$ cat config.mk
export PLATFORM = sky130hd
export DESIGN_NAME = shift_unit_pipe
export DESIGN_NICKNAME = d
export VERILOG_FILES = /design/src/rtl/shift_pkg.sv /design/src/rtl/shift_stage.sv /design/src/rtl/shift_unit_pipe.sv
export SDC_FILE = /design/constraint.sdc
export NUM_CORES = 1
export LEC_CHECK = 0
export CORE_ASPECT_RATIO = 1.1
export CORE_MARGIN = 5
export CORE_UTILIZATION = 49
export CTS_CLUSTER_DIAMETER = 100
export DETAILED_ROUTE_END_ITERATION = 6
export HOLD_SLACK_MARGIN = 0.02
export PLACE_DENSITY = 0.81
export SLEW_MARGIN = 40
export SYNTH_ARGS = -nofsm -noshare
export SYNTH_HDL_FRONTEND = slang
export SYNTH_HIERARCHICAL = 1
export SYNTH_SLANG_ARGS = --single-unit
$ cat constraint.sdc
create_clock -name clk -period 2.65 [get_ports clk]
set_input_delay 0.3975 -clock clk [delete_from_list [all_inputs] [get_ports clk]]
set_output_delay 0.3975 -clock clk [all_outputs]
set_load 0.005 [all_outputs]
$ cat src/rtl/shift_pkg.sv
// Shared definitions for the pipelined barrel shifter: mode encodings and
// the per-stage control record that travels alongside the data.
package shift_pkg;

   typedef logic [1:0] mode_t;

   localparam mode_t MODE_ROL = 2'b00;
   localparam mode_t MODE_SLL = 2'b01;
   localparam mode_t MODE_ROR = 2'b10;
   localparam mode_t MODE_SRA = 2'b11;

   // Control part of a stage record; data and remaining count are sized by
   // the instantiating module because a package cannot be parameterised.
   typedef struct packed {
      logic  valid;
      logic  sign;
      mode_t mode;
   } stage_ctl_t;

endpackage

$ cat src/rtl/shift_stage.sv
// One elastic pipeline stage: conditionally shifts by 2**STEP and holds the
// result in a register with its own valid/ready handshake.
module shift_stage
   import shift_pkg::*;
#(
   parameter int unsigned WIDTH = 16,
   parameter int unsigned STEP  = 0
) (
   input  logic                       clk,
   input  logic                       rst,
   input  stage_ctl_t                 in_ctl_i,
   input  logic [WIDTH-1:0]           in_data_i,
   input  logic [$clog2(WIDTH)-1:0]   in_cnt_i,
   output logic                       ready_c_o,
   input  logic                       out_ready_i,
   output stage_ctl_t                 out_ctl_o,
   output logic [WIDTH-1:0]           out_data_o,
   output logic [$clog2(WIDTH)-1:0]   out_cnt_o
);

   localparam int unsigned CNTW  = $clog2(WIDTH);
   localparam int unsigned SHIFT = 1 << STEP;

   stage_ctl_t        ctl_q, ctl_d;
   logic [WIDTH-1:0]  data_q, data_d;
   logic [CNTW-1:0]   cnt_q, cnt_d;
   logic [WIDTH-1:0]  shifted_c;
   logic [WIDTH-1:0]  fill_c;
   logic              load_c;

   // Arithmetic fill uses the sign of the original operand, not the current MSB.
   always_comb begin
      fill_c    = in_ctl_i.sign ? ~({WIDTH{1'b1}} >> SHIFT) : '0;
      shifted_c = in_data_i;
      if (in_cnt_i[STEP]) begin
         case (in_ctl_i.mode)
            MODE_ROL: shifted_c = (in_data_i << SHIFT) | (in_data_i >> (WIDTH - SHIFT));
            MODE_SLL: shifted_c = in_data_i << SHIFT;
            MODE_ROR: shifted_c = (in_data_i >> SHIFT) | (in_data_i << (WIDTH - SHIFT));
            default:  shifted_c = (in_data_i >> SHIFT) | fill_c;
         endcase
      end
   end

   // Load when empty or when the current contents leave this cycle.
   always_comb begin
      load_c = !ctl_q.valid || out_ready_i;
      ctl_d  = ctl_q;
      data_d = data_q;
      cnt_d  = cnt_q;
      if (load_c) begin
         ctl_d.valid = in_ctl_i.valid;
         if (in_ctl_i.valid) begin
            ctl_d       = in_ctl_i;
            data_d      = shifted_c;
            cnt_d       = in_cnt_i;
            cnt_d[STEP] = 1'b0;
         end
      end
   end

   always_ff @(posedge clk or posedge rst) begin
      if (rst) begin
         ctl_q  <= '0;
         data_q <= '0;
         cnt_q  <= '0;
      end else begin
         ctl_q  <= ctl_d;
         data_q <= data_d;
         cnt_q  <= cnt_d;
      end
   end

   assign ready_c_o  = load_c;
   assign out_ctl_o  = ctl_q;
   assign out_data_o = data_q;
   assign out_cnt_o  = cnt_q;

endmodule

$ cat src/rtl/shift_unit_pipe.sv
// Pipelined rotate/shift unit: one registered stage per shift-count bit,
// elastic valid/ready flow control with per-stage stall.
module shift_unit_pipe
   import shift_pkg::*;
#(
   parameter int unsigned WIDTH = 16
) (
   input  logic                      clk,
   input  logic                      rst,
   input  logic                      in_valid,
   output logic                      in_ready,
   input  logic [WIDTH-1:0]          in_data,
   input  logic [$clog2(WIDTH)-1:0]  in_cnt,
   input  logic [1:0]                in_mode,
   output logic                      out_valid,
   input  logic                      out_ready,
   output logic [WIDTH-1:0]          out_data,
   output logic [1:0]                out_mode
);

   localparam int unsigned CNTW = $clog2(WIDTH);

   stage_ctl_t        ctl   [CNTW+1];
   logic [WIDTH-1:0]  data  [CNTW+1];
   logic [CNTW-1:0]   cnt   [CNTW+1];
   logic              ready [CNTW+1];

   // Nothing may be accepted while reset is held.
   assign ctl[0]      = '{valid: in_valid && !rst, sign: in_data[WIDTH-1], mode: in_mode};
   assign data[0]     = in_data;
   assign cnt[0]      = in_cnt;
   assign ready[CNTW] = out_ready;
   assign in_ready    = ready[0] && !rst;

   for (genvar k = 0; k < CNTW; k++) begin : g_stage
      shift_stage #(
         .WIDTH (WIDTH),
         .STEP  (k)
      ) u_stage (
         .clk         (clk),
         .rst         (rst),
         .in_ctl_i    (ctl[k]),
         .in_data_i   (data[k]),
         .in_cnt_i    (cnt[k]),
         .ready_c_o   (ready[k]),
         .out_ready_i (ready[k+1]),
         .out_ctl_o   (ctl[k+1]),
         .out_data_o  (data[k+1]),
         .out_cnt_o   (cnt[k+1])
      );
   end

   assign out_valid = ctl[CNTW].valid;
   assign out_data  = data[CNTW];
   assign out_mode  = ctl[CNTW].mode;

   // Count and sign are fully consumed by the time the last stage is reached.
   wire unused_tail = ^{cnt[CNTW], ctl[CNTW].sign};

endmodule

==> qor.txt, run 1 <==
P_sw = 1.56 mW
Crit path max-delay family = buffers and inverters
Sw Ratio = 0.338
Final total power = 4.61 mW
Row count = 37
CP Launch Type = input port
Worst path slowest cell = clkdlybuf4s50_1
Clock network power share = 0.198
Minimum hold slack = 513 ps
Die Wd = 103 um
Drt pass-1 iters = 4
FF-to-FF End = g_stage[0].u_stage/out_data_o[7]$_DFFE_PP0P_
DRT antenna net count = 0
Slew Viols, Final = 0
Vias post-DR = 3332
VDD IR max = 286 uV
Post-CTS Setup Inserts = 0
WP depth = 8
Post-CTS Hold Buffers = 0
Root Driver = clkbuf_8
CP required = 2250 ps
Leading cell types in the layout, fill and taps excluded = dfrtp_1, nor2_1, clkdlybuf4s50_1
Clock Sinks = 85
Last element of the critical path = in_ready
Final setup vio count = 0
Antenna cells = 0
Initial antenna violation count = 0
Tcrit/Tclk final = 0.945
CTS tree = built
CP max stage delay = 450 ps
Buffers on Ports = 45
DR WL/cell = 15.9 um
Sequential Power Share = 0.474
Gpl congestion = 0.846
Worst reg2reg startpoint = g_stage[3].u_stage/out_ctl_o[3]$_DFFE_PP0N_
First-pass GRT wire length = 16000 um
Max Cap Viol = 0
Pint = 3.05 mW
Final Critical Period = 2500 ps
Mapped Area = 0.00464 mm^2
CP cell instances = clkdlybuf4s50_1 -> nor2b_4 -> inv_6 -> nand2b_4 -> nand2b_4 -> nand2b_4 -> nor2b_1 -> clkdlybuf4s50_1
Fin worst setup slack = 146 ps
Headroom to the max-slew limit = 0.474
RSZ-0062 raised after global routing = false
H-tree Lvls = 3
Crit path kind = in2out
Num ports = 46
Fin. Hold Viols = 0
Total Routing Usage GR = 0.170
Flop-to-flop setup slack = 780 ps
Commonest non-fill, non-tap cell in the layout = dfrtp_1
Worst Clk Skew = 8.28 ps
Max Clk Rate = 399 MHz
Cell mode on critical path = nand2b_4
# DRC = 0
Crit path launch = out_ready
Worst-path maximum fanout = 6
Num CTS Buffers = 9
Status = finished, final reports clean
Die area = 0.0115 mm^2
Die height = 112 um
Crit. End Element = primary output
Buf/Inv on CP = 3
Place WS = 147 ps
Worst-Margin Slew = 789 ps
Vias in the first global route = 3373
Longest Clk Path Bufs = 2
Largest net degree at the start of global routing = 33
Worst endpoint data arrival time = 2110 ps
1st-iter DRT viols = 107
Mapped Cells = 430
Leakage power = 2.22 nW
Warning count from the yosys run = 6
Placed Cells = 568
Syn_area_per_cell = 10.8 um^2
Power Density = 873 mW/mm^2
P&R area growth vs syn = 13.8%
Detailed placement HPWL = 7130 um
Share of layout cells above drive strength 1 = 0.171
Fin cells = 584
Core outline area = 0.00931 mm^2
Resized Gates After CTS = 0
Avg Vias per Cell = 5.71
Hold Path Class = reg2reg
Detailed Route WL = 9270 um
Grt ovf = 0
Syn nets = 456
Logic pwr share = 0.329
Initial Utilization = 0.498
Clk slew on worst S/H paths = 90 ps
Final setup TNS = 0 ps
Reg2Reg Depth = 8
Layout Nets = 488
Worst-Skew Late Latency = 350 ps
[how the worst min path moves through the flow]
stage	start	endpoint	slack, ps	cells past startpoint
4_1_cts	g_stage[0].u_stage/out_cnt_o[3]$_DFFE_PP0P_	g_stage[0].u_stage/out_cnt_o[3]$_DFFE_PP0P_	520	1
3_5_place_dp	g_stage[0].u_stage/out_cnt_o[3]$_DFFE_PP0P_	g_stage[0].u_stage/out_cnt_o[3]$_DFFE_PP0P_	490	1
5_1_grt	g_stage[3].u_stage/out_data_o[5]$_DFFE_PP0P_	g_stage[3].u_stage/out_data_o[5]$_DFFE_PP0P_	540	2
3_3_place_gp	g_stage[2].u_stage/out_ctl_o[2]$_DFFE_PP0P_	g_stage[2].u_stage/out_ctl_o[2]$_DFFE_PP0P_	490	1
2_1_floorplan	rst	g_stage[3].u_stage/out_ctl_o[0]$_DFFE_PP0P_	350	1
6_report	g_stage[0].u_stage/out_cnt_o[2]$_DFFE_PP0P_	g_stage[0].u_stage/out_cnt_o[2]$_DFFE_PP0P_	510	1
[worst register-to-register path, stage by stage (launching register included)]
cell,delay [ps]
dfrtp_1,350
nor2b_4,190
inv_6,50
nand2b_4,140
nand2b_4,140
nand2b_4,170
nand2_1,180
buf_12,190
mux2_1,340
[cell type report]
class / count / area, um^2
timing repair buffer: 52 / 515
multi-input combinational: 304 / 2240
sequential: 85 / 2130
tap: 117 / 146
inverter: 10 / 42.5
clock buffer: 9 / 124
clock inverter: 7 / 73.8
fill: 797 / 4030
[state kept, by name, indices dropped and copies added (netlist names)]
register / count
g_stage.u_stage/out_cnt_o: 6
g_stage.u_stage/out_ctl_o: 15
g_stage.u_stage/out_data_o: 64
[metal layers]
metal | part of all wire | vias up | global-route usage
li1 | - | 1628 | -
met1 | 0.44 | 1615 | 0.214
met2 | 0.51 | 79 | 0.295
met3 | 0.040 | 10 | 0.0273
met4 | 0.014 | 0 | 0.0553
met5 | 0 | - | 0
[power groups by stage]
stage | combinational, mW | sequential [mW] | clock [mW]
2_1_floorplan | 1.10 | 2.03 | 0
3_3_place_gp | 1.46 | 2.17 | 0
3_5_place_dp | 1.51 | 2.21 | 0
4_1_cts | 1.52 | 2.19 | 0.934
5_1_grt | 1.67 | 2.26 | 0.993
6_report | 1.51 | 2.18 | 0.910
[stage by stage]
step            util  area, um^2
6_report       0.567        5270
5_1_grt        0.567        5270
4_1_cts        0.566        5270
3_5_place_dp   0.545        5070
3_3_place_gp   0.545        5070
2_1_floorplan      -        4640
Power figures use the tool's default switching activity.
==> run 2: changes to the inputs <==
CAP_MARGIN = 20   (was unset)
==> results of run 2 <==
Final layout, timing and power as in run 1 (identical DEF).
==> run 3: changes to the inputs <==
SLEW_MARGIN = 20   (was 40)
==> qor.txt, run 3 (synthesis gave the netlist of run 1 again) <==
CP required = 2250 ps (about the same)
Crit path max-delay family = buffers and inverters (unchanged)
CP max stage delay = 440 ps (was 450 ps)
Worst path slowest cell = clkdlybuf4s50_1 (unchanged)
Cell mode on critical path = nand2b_4 (unchanged)
Largest net degree at the start of global routing = 33 (unchanged)
Antenna cells = 0 (unchanged)
Tcrit/Tclk final = 0.943 (was 0.945)
Worst-Margin Slew = 858 ps (was 789 ps)
Status = finished, final reports clean (unchanged)
First-pass GRT wire length = 16000 um (unchanged)
Layout Nets = 488 (unchanged)
CP Launch Type = input port (unchanged)
Worst-Skew Late Latency = 350 ps (about the same)
Longest Clk Path Bufs = 2 (unchanged)
Gpl congestion = 0.846 (unchanged)
Total Routing Usage GR = 0.170 (unchanged)
Vias in the first global route = 3373 (unchanged)
Detailed placement HPWL = 7130 um (unchanged)
Initial antenna violation count = 0 (unchanged)
Fin cells = 584 (unchanged)
Die height = 112 um (unchanged)
Vias post-DR = 3324 (was 3332)
Die area = 0.0115 mm^2 (unchanged)
Leading cell types in the layout, fill and taps excluded = dfrtp_1, nor2_1, clkdlybuf4s50_1 (unchanged)
Num CTS Buffers = 9 (unchanged)
Max Cap Viol = 0 (unchanged)
VDD IR max = 286 uV (about the same)
Die Wd = 103 um (unchanged)
DR WL/cell = 15.8 um (was 15.9 um)
Max Clk Rate = 400 MHz (was 399 MHz)
DRT antenna net count = 0 (unchanged)
Worst endpoint data arrival time = 2100 ps (was 2110 ps)
CP cell instances = clkdlybuf4s50_1 -> nor2b_4 -> inv_6 -> nand2b_4 -> nand2b_4 -> nand2b_4 -> nor2b_1 -> clkdlybuf4s50_1 (unchanged)
Max reg flops = 64 (unchanged)
Placed Cells = 568 (unchanged)
RSZ-0062 raised after global routing = false (unchanged)
Initial Utilization = 0.498 (unchanged)
P&R area growth vs syn = 13.7% (was 13.8%)
Avg Vias per Cell = 5.69 (was 5.71)
1st-iter DRT viols = 107 (unchanged)
Grt ovf = 0 (unchanged)
Buf/Inv on CP = 3 (unchanged)
Worst-path maximum fanout = 6 (unchanged)
Final Critical Period = 2500 ps (about the same)
Crit path kind = in2out (unchanged)
Share of layout cells above drive strength 1 = 0.161 (was 0.171)
Row count = 37 (unchanged)
CTS tree = built (unchanged)
Hold Path Class = reg2reg (unchanged)
Worst Clk Skew = 8.17 ps (was 8.28 ps)
Buffers on Ports = 45 (unchanged)
Drt pass-1 iters = 4 (unchanged)
Clk slew on worst S/H paths = 90 ps (about the same)
Headroom to the max-slew limit = 0.428 (was 0.474)
Detailed Route WL = 9240 um (was 9270 um)
Final setup vio count = 0 (unchanged)
Num ports = 46 (unchanged)
Clock Sinks = 85 (unchanged)
# DRC = 0 (unchanged)
H-tree Lvls = 3 (unchanged)
Crit. End Element = primary output (unchanged)
Final setup TNS = 0 ps (unchanged)
Post-CTS Hold Buffers = 0 (unchanged)
Post-layout util = 0.566 (was 0.567)
Fin. Hold Viols = 0 (unchanged)
Root Driver = clkbuf_8 (unchanged)
Post-CTS Setup Inserts = 0 (unchanged)
Resized Gates After CTS = 0 (unchanged)
Power Density = 873 mW/mm^2 (about the same)
Core outline area = 0.00931 mm^2 (unchanged)
Leakage power = 2.23 nW (was 2.22 nW)
Slew Viols, Final = 0 (unchanged)
Commonest non-fill, non-tap cell in the layout = dfrtp_1 (unchanged)
-- run 3: layer usage --
layer / track usage / share of wire / vias up
met5: 0 / 0 / -
met4: 0.0553 / 0.014 / 0
met3: 0.0273 / 0.041 / 10
met2: 0.295 / 0.51 / 83
met1: 0.214 / 0.44 / 1603
li1: - / - / 1628
-- run 3: worst register-to-register path, stage by stage (launching register included) --
cell and delay [ps]:
dfrtp_1 350, nor2b_4 190, inv_6 50, nand2b_4 140
nand2b_4 140, nand2b_4 170, nand2_1 180, buf_12 190
mux2_1 340
-- run 3: report_power, final --
group          internal (mW)  switching, mW  leakage [nW]
logic                  0.883          0.629          1.13
clock network          0.440          0.471         0.100
registers               1.72          0.457         0.997
total                   3.05           1.56          2.23
-- run 3: final cells by class --
class	count	area, um^2
Sequential cell	85	2130
Fill cell	799	4030
Multi-Input combinational cell	304	2240
Clock inverter	7	73.8
Clock buffer	9	124
Tap cell	117	146
Inverter	10	42.5
Timing Repair Buffer	52	515
-- run 3: per-stage QoR --
step | area (um^2) | setup WS, ps | hold WS, ps | power (mW)
floorplan | 4640 | 466 | 349 | 3.13
global placement | 5070 | 142 | 488 | 3.63
detailed placement | 5070 | 147 | 493 | 3.72
CTS | 5270 | 134 | 520 | 4.64
global route | 5270 | 82.9 | 541 | 4.92
finish | 5270 | 151 | 513 | 4.60
-- run 3: path summary, 6_finish.rpt --
kind                                                            endpoint  depth (start not counted)                                         from  slack [ps]
max                                                             in_ready                          8                                    out_ready         150
min                          g_stage[0].u_stage/out_cnt_o[2]$_DFFE_PP0P_                          1  g_stage[0].u_stage/out_cnt_o[2]$_DFFE_PP0P_         510
max reg2reg                 g_stage[0].u_stage/out_data_o[7]$_DFFE_PP0P_                          8  g_stage[3].u_stage/out_ctl_o[3]$_DFFE_PP0N_         780
min reg2reg                  g_stage[0].u_stage/out_cnt_o[2]$_DFFE_PP0P_                          1  g_stage[0].u_stage/out_cnt_o[2]$_DFFE_PP0P_         510
max in group asynchronous  g_stage[1].u_stage/out_data_o[10]$_DFFE_PP0P_                          2                                          rst        1460
min in group asynchronous  g_stage[3].u_stage/out_data_o[15]$_DFFE_PP0P_                          2                                          rst         640
